`src/rtl/fetch_sequencer.sv`:
```
// Instruction-fetch front end: drives PC controls, issues single-outstanding
// fetches to instruction memory and buffers returned words toward decode.
module fetch_sequencer #(
  parameter int ADDR_W = 16,
  parameter int INST_W = 32
) (
  input  logic              clk,
  input  logic              rst,
  input  logic [ADDR_W-1:0] pc,
  output logic              do_branch,
  output logic [ADDR_W-1:0] branch_address,
  output logic              do_jump,
  output logic [ADDR_W-1:0] jump_address,
  output logic              consumed_inst,
  output logic              imem_req,
  output logic [ADDR_W-1:0] imem_addr,
  input  logic              imem_ready,
  input  logic              imem_valid,
  input  logic [INST_W-1:0] imem_data,
  input  logic              ex_branch_taken,
  input  logic [ADDR_W-1:0] ex_branch_target,
  input  logic              id_jump,
  input  logic [ADDR_W-1:0] id_jump_target,
  output logic              inst_valid,
  output logic [INST_W-1:0] inst,
  output logic [ADDR_W-1:0] inst_pc,
  input  logic              inst_ready
);

  typedef enum logic [1:0] {IDLE, REQ, WAIT, DRAIN} state_t;

  state_t            state;
  logic [ADDR_W-1:0] req_pc;
  logic [INST_W-1:0] buf_data [2];
  logic [ADDR_W-1:0] buf_pc   [2];
  logic              head;
  logic [1:0]        count;

  logic redirect;
  logic issue;
  logic push;
  logic pop;
  logic tail;

  // Branch from execute outranks a jump from decode; targets pass straight to the PC.
  assign redirect       = ex_branch_taken | id_jump;
  assign do_branch      = ex_branch_taken;
  assign branch_address = ex_branch_target;
  assign do_jump        = id_jump & ~ex_branch_taken;
  assign jump_address   = id_jump_target;

  assign imem_req      = (state == REQ) & ~redirect & (count < 2'd2);
  assign imem_addr     = pc;
  assign issue         = imem_req & imem_ready;
  assign consumed_inst = issue;

  assign push = (state == WAIT) & imem_valid & ~redirect;
  assign pop  = inst_valid & inst_ready;
  assign tail = head ^ count[0];

  assign inst_valid = (count != 2'd0);
  assign inst       = buf_data[head];
  assign inst_pc    = buf_pc[head];

  always_ff @(posedge clk or negedge rst) begin
    if (!rst) begin
      state  <= IDLE;
      req_pc <= '0;
    end else begin
      case (state)
        IDLE: state <= REQ;
        REQ: begin
          if (issue) begin
            req_pc <= pc;
            state  <= WAIT;
          end
        end
        WAIT: begin
          // A response arriving with a redirect is simply not pushed.
          if (imem_valid)    state <= REQ;
          else if (redirect) state <= DRAIN;
        end
        DRAIN: begin
          if (imem_valid) state <= REQ;
        end
        default: state <= IDLE;
      endcase
    end
  end

  always_ff @(posedge clk or negedge rst) begin
    if (!rst) begin
      count    <= '0;
      head     <= '0;
      buf_data <= '{default: '0};
      buf_pc   <= '{default: '0};
    end else if (redirect) begin
      count <= '0;
    end else begin
      if (push) begin
        buf_data[tail] <= imem_data;
        buf_pc[tail]   <= req_pc;
      end
      if (pop) head <= ~head;
      case ({push, pop})
        2'b10:   count <= count + 2'd1;
        2'b01:   count <= count - 2'd1;
        default: count <= count;
      endcase
    end
  end

endmodule
```
`config.mk`:
```
export PLATFORM = sky130hd
export DESIGN_NAME = fetch_sequencer
export DESIGN_NICKNAME = d
export VERILOG_FILES = /design/src/rtl/fetch_sequencer.sv
export SDC_FILE = /design/constraint.sdc
export NUM_CORES = 1
export LEC_CHECK = 0
export ABC_AREA = 1
export CORE_MARGIN = 8
export CORE_UTILIZATION = 46
export CTS_CLUSTER_SIZE = 25
export DETAILED_ROUTE_END_ITERATION = 8
export HOLD_SLACK_MARGIN = 0.15
export PLACE_DENSITY_LB_ADDON = 0.3
export SETUP_SLACK_MARGIN = 0.5
export SLEW_MARGIN = 20
export SYNTH_ARGS = -nofsm -noshare
export SYNTH_HDL_FRONTEND = slang
export SYNTH_SLANG_ARGS = --single-unit
```
`constraint.sdc`:
```
create_clock -name clk -period 1.9 [get_ports clk]
set_input_delay 0.38 -clock clk [delete_from_list [all_inputs] [get_ports clk]]
set_output_delay 0.38 -clock clk [all_outputs]
set_load 0.02 [all_outputs]
```
### Word level (Yosys, flattened, before mapping)

Index checks and enable logic that the tools add are counted.

| storage, ports and cells | value |
|---|---|
| register bits after elaboration | 117 |
| bits of input ports | 87 |
| output and inout port bits | 101 |
| logic and storage cells | 63 |

| cells by class | value |
|---|---|
| add/subtract/negate cells | 2 |
| $lt $le $gt $ge | 4 |
| eq/ne operators | 8 |
| multiplexer cells | 19 |
| bitwise gates (word level) | 14 |
| reduce and logical (&&, ||, !) cells | 8 |

Operators with widths:

| kind | count |
|---|---|
| two-way mux 32 bit | 4 |
| bitwise mux 64 bit | 1 |
| two-way mux 16 bit | 4 |
| bitwise mux 32 bit | 1 |
| demux 32 bit (select 1 bit) | 1 |
| demux 16 bit (select 1 bit) | 1 |
| two-way mux 2 bit | 5 |
| one-hot mux 2 bit (4 select lines) | 1 |
| AND 1 bit | 7 |
| == test 2 bit, second input constant | 3 |
| AND reduction 2 bit | 3 |
| == test 2 x 1 -> 1 bit, second input constant | 2 |
| >= comparator 2 bit, second input constant | 2 |
| != test 2 bit, second input constant | 2 |
| NOT 1 -> 2 bit | 2 |
| one-hot mux 2 bit (2 select lines) | 1 |
| != test 3 bit, second input constant | 1 |
| NOT 1 bit | 3 |
| AND reduction 3 bit | 1 |
| nonzero test 3 bit | 1 |
| adder 2 x 1 -> 2 bit, second input constant | 1 |
| logical NOT 2 bit | 1 |
| < comparator 2 x 1 -> 1 bit, second input constant | 1 |
| < comparator 2 bit, second input constant | 1 |
| other kinds (5) | 5 |

### Logic depth before layout (Yosys ltp)

Gate-level depths: netlist of the first run.

| logic depth | value |
|---|---|
| depth after elaboration | 7 |
| gate-level depth with buffers | 11 |
| mapped depth without buffers | 10 |

### Least setup slack after synthesis of the first run

OpenSTA, ideal clock, no wires.

| path | value |
|---|---|
| path kind | flip-flop to output port |
| start point | reg head |
| end point | out inst[28] |
| arrival | 1275 ps |
| data required time | 1520 ps |
| slack | 245 ps |
| cell stages (with the launch flop) | 7 |
| buffers on the path | 3 |
| cells stage by stage | dfrtp_1 > buf_2 > inv_1 > clkbuf_1 > buf_2 > nand2_1 > nand2_1 |

| between the ends | value |
|---|---|
| longest elaborated chain between the ends | 4 |

RTL lines:

| item | line | RTL |
|---|---|---|
| start: declaration | 36 | `logic head;` |
| start signal: assignment | 104 | `if (pop) head <= ~head;` |
| NOT 1 -> 2 bit (not written as such) | 62 | `assign inst = buf_data[head];` |
| two-way mux 32 bit (not written as such) (3 in a row) | 62 |  |
| end: declaration | 25 | `output logic [INST_W-1:0] inst,` |

No other way between the ends. The select of a mux whose other input is x is not followed.

### Worst setup path in the final report of the first run

| path | value |
|---|---|
| start point | reg head |
| end point | out inst[23] |

The elaborated chain is that of the path after synthesis.

==> results of run 1 <==
==> flip-flops by register name, summed over array words and instances, names as in the netlist <==
register and flops:
count 2, buf_data 64, state 2, buf_pc 32, head 1, req_pc 16
==> worst reg2reg max path: cells and delay by family (launching register included) <==
family                     cells  cell delay (ps)
buffers and inverters          5              560
and+or+nand+nor                4              500
DFF                            1              400
adders and majority gates      1              130
AOI/OAI and AO/OA              1               60
==> per-stage QoR <==
step / hold WS, ps / cells / worst slack (ps) / setup TNS, ps / total power [W]
2_1_floorplan: 84.41 / 679 / 283.8 / 0 / 0.005656
3_3_place_gp: 361.8 / 891 / -349.6 / -4158 / 0.006922
3_5_place_dp: 369.5 / 891 / -358.7 / -7386 / 0.007049
4_1_cts: 355.0 / 939 / 44.55 / 0 / 0.01037
5_1_grt: 285.0 / 981 / -11.79 / -52.66 / 0.01214
6_report: 240.9 / 981 / 43.30 / 0 / 0.01158
==> final timing paths <==
path	startpoint	end	slack, ps	depth (start not counted)
hold reg to reg	buf_pc[5]	buf_pc[5]	490	2
hold / removal	pc[4]	req_pc[4]	240	3
setup reg to reg	state[0]	buf_pc[8]	120	11
setup / recovery	head	inst[23]	40	6
max in group asynchronous	rst	head	820	3
min in group asynchronous	rst	buf_data[44]	470	2
==> area by class of cell <==
class | instances | area (µm²) | share of cell area [%]
clock buffer | 18 | 439.2 | 4.748
sequential | 117 | 2930 | 31.68
multi-input combinational | 417 | 2734 | 29.55
clock inverter | 14 | 158.9 | 1.718
timing repair buffer | 206 | 2559 | 27.66
tap | 147 | 183.9 | 1.988
inverter | 62 | 245.2 | 2.651
==> power by group through the flow <==
stage / Sequential (W) / Clock (W) / Combinational, W
3_3_place_gp: 0.00362 / 0 / 0.00331
6_report: 0.00392 / 0.00327 / 0.00439
4_1_cts: 0.00364 / 0.00326 / 0.00347
2_1_floorplan: 0.00358 / 0 / 0.00208
5_1_grt: 0.00399 / 0.00340 / 0.00474
3_5_place_dp: 0.00366 / 0 / 0.00339
==> repair_timing <==
| action | 4_1_cts | 5_1_grt |
|---|---|---|
| hold buffers | 1 | 0 |
| buffers inserted | 9 | 14 |
| gates cloned | 6 | 28 |
| pin swaps | 6 | 17 |
| endpoints found under the hold margin | 29 | 0 |
| endpoints found under the setup margin | 185 | 180 |
| gates resized for setup | 378 | 360 |
==> routing by layer <==
metal	global-route usage (%)	vias to the layer above	share of wire, %	routed length, µm
met5	0	-	0	0
li1	-	2348	-	-
met4	6.160	0	1.8	347
met1	22.54	2510	40	7645
met2	30.30	203	51	9626
met3	5.992	28	6.8	1291
==> kinds of logic (layout without fill, tap and decap cells) <==
logic type	count (synthesis)	after routing	synth area share [%]
AND/OR/NAND/NOR	296	297	20.66
buffers and inverters	146	300	14.47
XOR/XNOR	2	2	0.3187
adder cells (fa/ha/maj)	4	4	0.9104
AO/OA/AOI/OAI	114	114	10.38
flip-flops	117	117	53.25
==> placed cells by master, fill, tap and decap left out, types with 5 or more instances in the layout <==
cell and instances:
buf_12 15, buf_16 6, buf_4 52, buf_6 56, clkbuf_16 36, clkdlybuf4s50_1 39
clkinv_2 6, dfrtp_1 115, dlymetal6s2s_1 10, inv_1 53, inv_2 5, nand2_1 140
nand2_2 79, nand2_4 62, o21ai_0 16, o21ai_1 39, o21ai_2 58
==> impl_metrics.toml, run 1 <==
[run_status]
status = "completed"

[power]
pwr-share-comb_pct = 37.9
power_density_mw_per_mm2 = 1251
pwr-share-seq_pct = 33.8
p_switching_w = 0.004117
p_int_w = 0.007460
swShare_pct = 35.56
cellLeakagePower_nw = 4.648
ir_worst_vdd_uv = 834.1
clkPwrFrac_pct = 28.3

[synthesis]
yosysTopAreaCell = "dfrtp_1"
synth_area_per_cell_um2 = 8.097
synth_cell_types = 22
synth_top_area_share_pct = 53.25
synth_cells = 679
async_flop_share_pct = 100.0
ys_warn_count = 0
synth_ff_type = "dfrtp_1"
synth_most_common_cell = "nand2_1"
seq_area_frac_synth_pct = 53.25
synth_nets = 770
synth_edf_count = 0
synthesis.area_mm2 = 0.005498
synthTopCellsByArea = "dfrtp_1 53%, nand2_1 19%, buf_4 7.2%"
synth_common_cells = "280 x nand2_1, 117 x dfrtp_1, 73 x o21ai_0"
synth-seq-cells = 117

[place]
io_buffer_count = 123
dp_hpwl_um = 8769
place.gp.congestion = 0.7360
placed_area_mm2 = 0.006700

[clock_network]
clk_pin_slew_ps = 50
root_buffer = "clkbuf_16"
cts_tree = "done"
numCtsBuffers = 17
htree_levels = 4
clock-sinks = 117
cts_buffer_depth = 2
clk_latency_ps = 410

[detailed_routing]
drt-wirelength-per-cell_um = 19.28
drc_errors = 0
ant_nets = 0
first_pass_iters = 4
viasPerCell = 5.188
initialDrtViolationCount = 314
vias = 5089
drt_wl_total_um = 18910

[floorplanning]
dieArea_mm2 = 0.01571
fp.dieH_um = 125.3
core_area_mm2 = 0.01186
die-width_um = 125.3
start_util_pct = 46.35
rows = 40
io_pins = 188

[setup_path]
path_delay_family = "buffers and inverters"
start_kind = "register"
cp_max_fo = 7
crit_slowest_cell = "dfrtp_2"
worstPathRequired_ps = 1520
path_cells = "clkinv_4 -> buf_12 -> buf_16 -> nand2_2 -> nand2_2 -> buf_4"
timing.critical_path.buf_inv = 4
slowest_delay_ps = 420
crit_arrival_ps = 1480
crit_top_cell = "nand2_2"
end_kind = "output port"
path_class = "reg2out"

[layout]
n_antenna_cell = 0
stdcell_area_mm2 = 0.009250
final_nets = 912
drive_above_1_share_pct = 48.32
area_growth_syn_to_layout_pct = 68.25
final_util_pct = 77.99
fillers = 765

[grt]
antenna_found_initial = 0
track_usage_pct = 18.48
grt-ovfl-total = 0
grt_max_degree = 36
grt_pass1_vias = 4701
grt_pass1_wl_um = 23390

[timing]
min_period_ps = 1857
worstMarginPinSlew_ps = 498.7
setup_viol = 0
hold_viol = 0
max_freq_ghz = 0.5386
fin_crit_sh_pct = 97.72
maxSlewViolCount = 0
rsz0062_at_grt = "yes"
slew_headroom_pct = 66.75
skew_ps = 6.069

[job]
maxCapViolations = 0

[min_path]
hp-class = "in2reg"
No activity file was read; power rests on OpenSTA's default activity.
==> run 2: changes to the inputs <==
Settings changed: CORE_MARGIN 8 to 2.
Clock period 1.9 ns to 2.1 ns, I/O delays scaled along.
==> impl_metrics.toml, run 2 (same netlist as run 1, synthesis figures left out) <==
[setup_path]
r2r_start = "head"
crit_arrival_ps = 1550
cp_max_fo = 14
path_delay_family = "buffers and inverters"
end_kind = "output port"
start_kind = "register"
path_cells = "buf_4 -> buf_12 -> nand2_1 -> nand2_1 -> buf_4"
cp-startpoint = "head"
timing.rr.end = "buf_data[30]"
endpoint = "inst[16]"
slowest_delay_ps = 440
reg2regPathDepth = 9
worstPathRequired_ps = 1680
r2r_setup_slack_ps = 180
path_depth = 5
timing.critical_path.buf_inv = 3
path_class = "reg2out"
crit_slowest_cell = "dfrtp_2"

[floorplanning]
die-width_um = 113.3
core_area_mm2 = 0.01156
start_util_pct = 47.54
io_pins = 188
fp.dieH_um = 113.3
rows = 39
dieArea_mm2 = 0.01284

[timing]
max_freq_ghz = 0.5066
min_period_ps = 1974
fin_ws_ps = 125.9
slew_headroom_pct = 68.61
fin_crit_sh_pct = 94.01
worstMarginPinSlew_ps = 470.9
maxSlewViolCount = 0
hold_viol = 0
rsz0062_at_grt = "yes"
skew_ps = 6.238
setup_viol = 0

[clock_network]
root_buffer = "clkbuf_16"
clock-sinks = 117
clk_pin_slew_ps = 50
cts_buffer_depth = 2
cts_tree = "done"
htree_levels = 4
numCtsBuffers = 17
clk_latency_ps = 410

[job]
maxCapViolations = 0

[grt]
track_usage_pct = 26.51
grt-ovfl-total = 0
grt_pass1_wl_um = 26120
antenna_found_initial = 0
grt_max_degree = 54
grt_pass1_vias = 5051

[detailed_routing]
ant_nets = 0
drt_wl_total_um = 21200
viasPerCell = 5.518
drt-wirelength-per-cell_um = 21.75
drc_errors = 0
vias = 5380
initialDrtViolationCount = 470
first_pass_iters = 5

[layout]
n_antenna_cell = 0
reg_top3 = "buf_data: 64 flops, buf_pc: 32 flops, req_pc: 16 flops"
final_nets = 910
top_register = "buf_data"
final_common_cell = "nand2_1"
drive_above_1_share_pct = 47.96
largest_reg_flops = 64
area_growth_syn_to_layout_pct = 71.21
stdcell_area_mm2 = 0.009413
layout_common_cells = "134 x nand2_1, 115 x dfrtp_1, 80 x nand2_2"

[place]
placed_area_mm2 = 0.006524
dp_hpwl_um = 7822
io_buffer_count = 123
place.gp.congestion = 0.7451
post-place-ws_ps = -246.2

[power]
cellLeakagePower_nw = 4.807
p_switching_w = 0.003906
swShare_pct = 36.39
power_density_mw_per_mm2 = 1141
clkPwrFrac_pct = 27.9
p_int_w = 0.006829
ir_worst_vdd_uv = 645.9
total_power_w = 0.01074
pwr-share-comb_pct = 39.1
pwr-share-seq_pct = 33.0

[run_status]
status = "completed"

[min_path]
hp-class = "reg2reg"
## run 2: what timing repair did
| item | in CTS | in global routing |
|---|---|---|
| gates resized for setup | 482 | 277 |
| hold buffers | 1 | 0 |
| endpoints found under the hold margin | 30 | 0 |
| setup buffers | 25 | 3 |
| pin swaps | 21 | 27 |
| setup endpoints to repair | 119 | 157 |
| gates cloned | 18 | 21 |
## run 2: worst min path at each step
| stage | startpoint | endpoint | slack, ps | cells after the start |
|---|---|---|---|---|
| global route | buf_pc[16] | buf_pc[16] | 510 | 2 |
| global placement | rst | buf_data[45] | 390 | 1 |
| CTS | buf_data[56] | buf_data[56] | 490 | 2 |
| floorplan | rst | buf_data[0] | 120 | 0 |
| finish | buf_data[29] | buf_data[29] | 480 | 2 |
| detailed placement | rst | buf_data[45] | 400 | 1 |
## run 2: cell type report
class	instances	area [µm²]
Sequential cell	117	2930
Multi-Input combinational cell	419	2824
Timing Repair Buffer	202	2641
Fill cell	654	2152
Clock buffer	19	442.9
Inverter	62	237.7
Tap cell	143	178.9
Clock inverter	13	157.7
## run 2: power by group through the flow
stage / sequential (W) / combinational [W] / clock (W)
after floorplan: 0.00324 / 0.00179 / 0
after global placement: 0.00328 / 0.00284 / 0
after detailed placement: 0.00333 / 0.00292 / 0
after CTS: 0.00337 / 0.00355 / 0.00294
after global routing: 0.00360 / 0.00447 / 0.00309
final: 0.00354 / 0.00420 / 0.00299
## run 2: tightest hold or removal path, delay by kind of cell, from the launching register on
kind / cells / cell delay [ps]
flops: 1 / 340
simple gates: 1 / 60
compound gates: 1 / 50
## run 2: stage by stage
step / hold WS (ps) / utilization (%) / TNS [ps] / instances
5_1_grt: 514.3 / 81.39 / 0 / 975
6_report: 483.6 / 81.39 / 0 / 975
4_1_cts: 486.6 / 71.25 / 0 / 951
2_1_floorplan: 124.4 / - / 0 / 679
3_3_place_gp: 394.5 / 56.41 / -407.7 / 875
3_5_place_dp: 399.2 / 56.41 / -404.7 / 875
## run 2: per-layer routing
metal / global-route usage, % / part of all wire (%) / up-vias
li1: - / - / 2354
met1: 33.17 / 37 / 2644
met2: 45.71 / 50 / 313
met3: 6.642 / 8.7 / 69
met4: 7.724 / 3.8 / 0
met5: 0 / 0 / -
==> run 3: changes to the inputs <==
Settings changed: CORE_UTILIZATION 46 to 35, CTS_CLUSTER_DIAMETER set to 200, SKIP_LAST_GASP set to 1.
==> impl_metrics.toml, run 3 (same netlist as run 1, synthesis figures left out) <==
[run_status]
status = "completed"

[power]
power_density_mw_per_mm2 = 1084
cellLeakagePower_nw = 4.841
ir_worst_vdd_uv = 569.8

[setup_path]
r2r_setup_slack_ps = 200
crit_slowest_cell = "dfrtp_2"
crit_arrival_ps = 1510
path_cells = "inv_8 -> buf_12 -> buf_12 -> nand2_2 -> nand2_2 -> buf_6"
start_kind = "register"
path_class = "reg2out"
worstPathRequired_ps = 1680
path_delay_family = "buffers and inverters"
timing.critical_path.buf_inv = 4
end_kind = "output port"
slowest_delay_ps = 450
cp_max_fo = 6

[timing]
slew_headroom_pct = 79.31
setup_viol = 0
skew_ps = 5.984
rsz0062_at_grt = "yes"
hold_viol = 0
worstMarginPinSlew_ps = 310.3
min_period_ps = 1931
max_freq_ghz = 0.5177
holdWs_ps = 439.7
fin_crit_sh_pct = 91.98
fin_ws_ps = 168.5
maxSlewViolCount = 0

[place]
place.gp.congestion = 0.7720
post-place-ws_ps = -218.8
io_buffer_count = 123
placed_area_mm2 = 0.006659
dp_hpwl_um = 7539

[floorplanning]
fp.dieH_um = 129.3
io_pins = 188
core_area_mm2 = 0.01526
start_util_pct = 36.03
dieArea_mm2 = 0.01673
die-width_um = 129.3
rows = 45

[layout]
drive_above_1_share_pct = 47.23
final_nets = 908
top_register = "buf_data"
largest_reg_flops = 64
stdcell_area_mm2 = 0.009455
fillers = 1288
seq_area_mm2 = 0.002929
reg_top3 = "buf_data: 64 flops, buf_pc: 32 flops, req_pc: 16 flops"
layout_common_cells = "119 x nand2_1, 116 x dfrtp_1, 106 x nand2_2"
final_common_cell = "nand2_1"
area_growth_syn_to_layout_pct = 71.98
n_antenna_cell = 0
multi_input_area_mm2 = 0.002690

[grt]
grt_pass1_wl_um = 25550
track_usage_pct = 20.57
antenna_found_initial = 0
grt_max_degree = 53
grt-ovfl-total = 0
grt_pass1_vias = 4712

[detailed_routing]
drt-wirelength-per-cell_um = 16.43
first_pass_iters = 4
viasPerCell = 4.677
drc_errors = 0
vias = 4869
ant_nets = 0
initialDrtViolationCount = 177
drt_wl_total_um = 17110

[clock_network]
cts_buffer_depth = 2
clock-sinks = 117
clk_pin_slew_ps = 50
cts_tree = "done"
htree_levels = 4
root_buffer = "clkbuf_16"
numCtsBuffers = 17
clk_latency_ps = 420

[job]
maxCapViolations = 0

[min_path]
hp-class = "in2async"
[run 3: cell types whose count changed in the layout (fill, tap and decap cells not counted), moves of 4 or more]
| cell | change |
|---|---|
| o21ai_2 | -21 |
| o21ai_1 | +18 |
| buf_12 | +7 |
| clkinv_4 | -5 |
| nand2_1 | -15 |
| nand2_4 | -11 |
| clkbuf_16 | -7 |
| bufbuf_16 | +4 |
| nand2_2 | +26 |
[run 3: metrics by stage]
step / utilization, % / total power (W) / cells / setup TNS (ps)
floorplan: - / 0.005032 / 679 / 0
global placement: 43.64 / 0.006191 / 946 / -373.1
detailed placement: 43.64 / 0.006241 / 946 / -423.4
CTS: 57.34 / 0.009812 / 1028 / 0
global route: 61.97 / 0.01082 / 1041 / 0
finish: 61.97 / 0.01025 / 1041 / 0
[run 3: cell type report]
cell class,count,area share (%)
clock buffers,22,4.909
clock inverters,10,1.112
inverters,62,2.594
multi-input cells,417,28.45
flip-flops and latches,117,30.98
well taps,211,2.792
repair buffers,202,29.16
[run 3: report_power, final]
part / total (W) / internal [W] / switching [W] / leakage [nW]
Clock: 0.00281 / 0.00179 / 0.00101 / 0.279
Sequential: 0.00344 / 0.00296 / 0.000475 / 1.55
Combinational: 0.00401 / 0.00196 / 0.00205 / 3.01
[run 3: metal layers]
layer  GRT usage, %  vias up  routed length [µm]
met3          5.326       24                 921
li1               -     2360                   -
met5              0        -                   0
met1          26.39     2346                7440
met4          7.353        0                 282
met2          33.75      139                8463
[run 3: timing repair]
item	CTS	global route
hold buffers	1	0
endpoints found under the setup margin	165	166
hold endpoints to repair	19	0
gates cloned	25	5
pin swaps	15	44
setup buffers	24	8
gates resized for setup	536	195
[run 3: worst reg2reg max path, cell delays in order, from the launching register on]
cell	delay, ps
dfrtp_2	450
buf_4	170
buf_6	140
xnor2_4	160
or2_4	340
buf_12	170
bufbuf_16	270
o21ai_2	120
[run 3: worst paths after layout]
kind                                 start           end  depth (start not counted)
worst max-delay path                  head      inst[14]                          6
worst min-delay path                   rst  buf_data[32]                          2
worst max register to register        head  buf_data[18]                          7
worst min register to register  buf_pc[18]    buf_pc[18]                          2
max in group asynchronous              rst  buf_data[54]                          3
min in group clk                buf_pc[18]    buf_pc[18]                          2
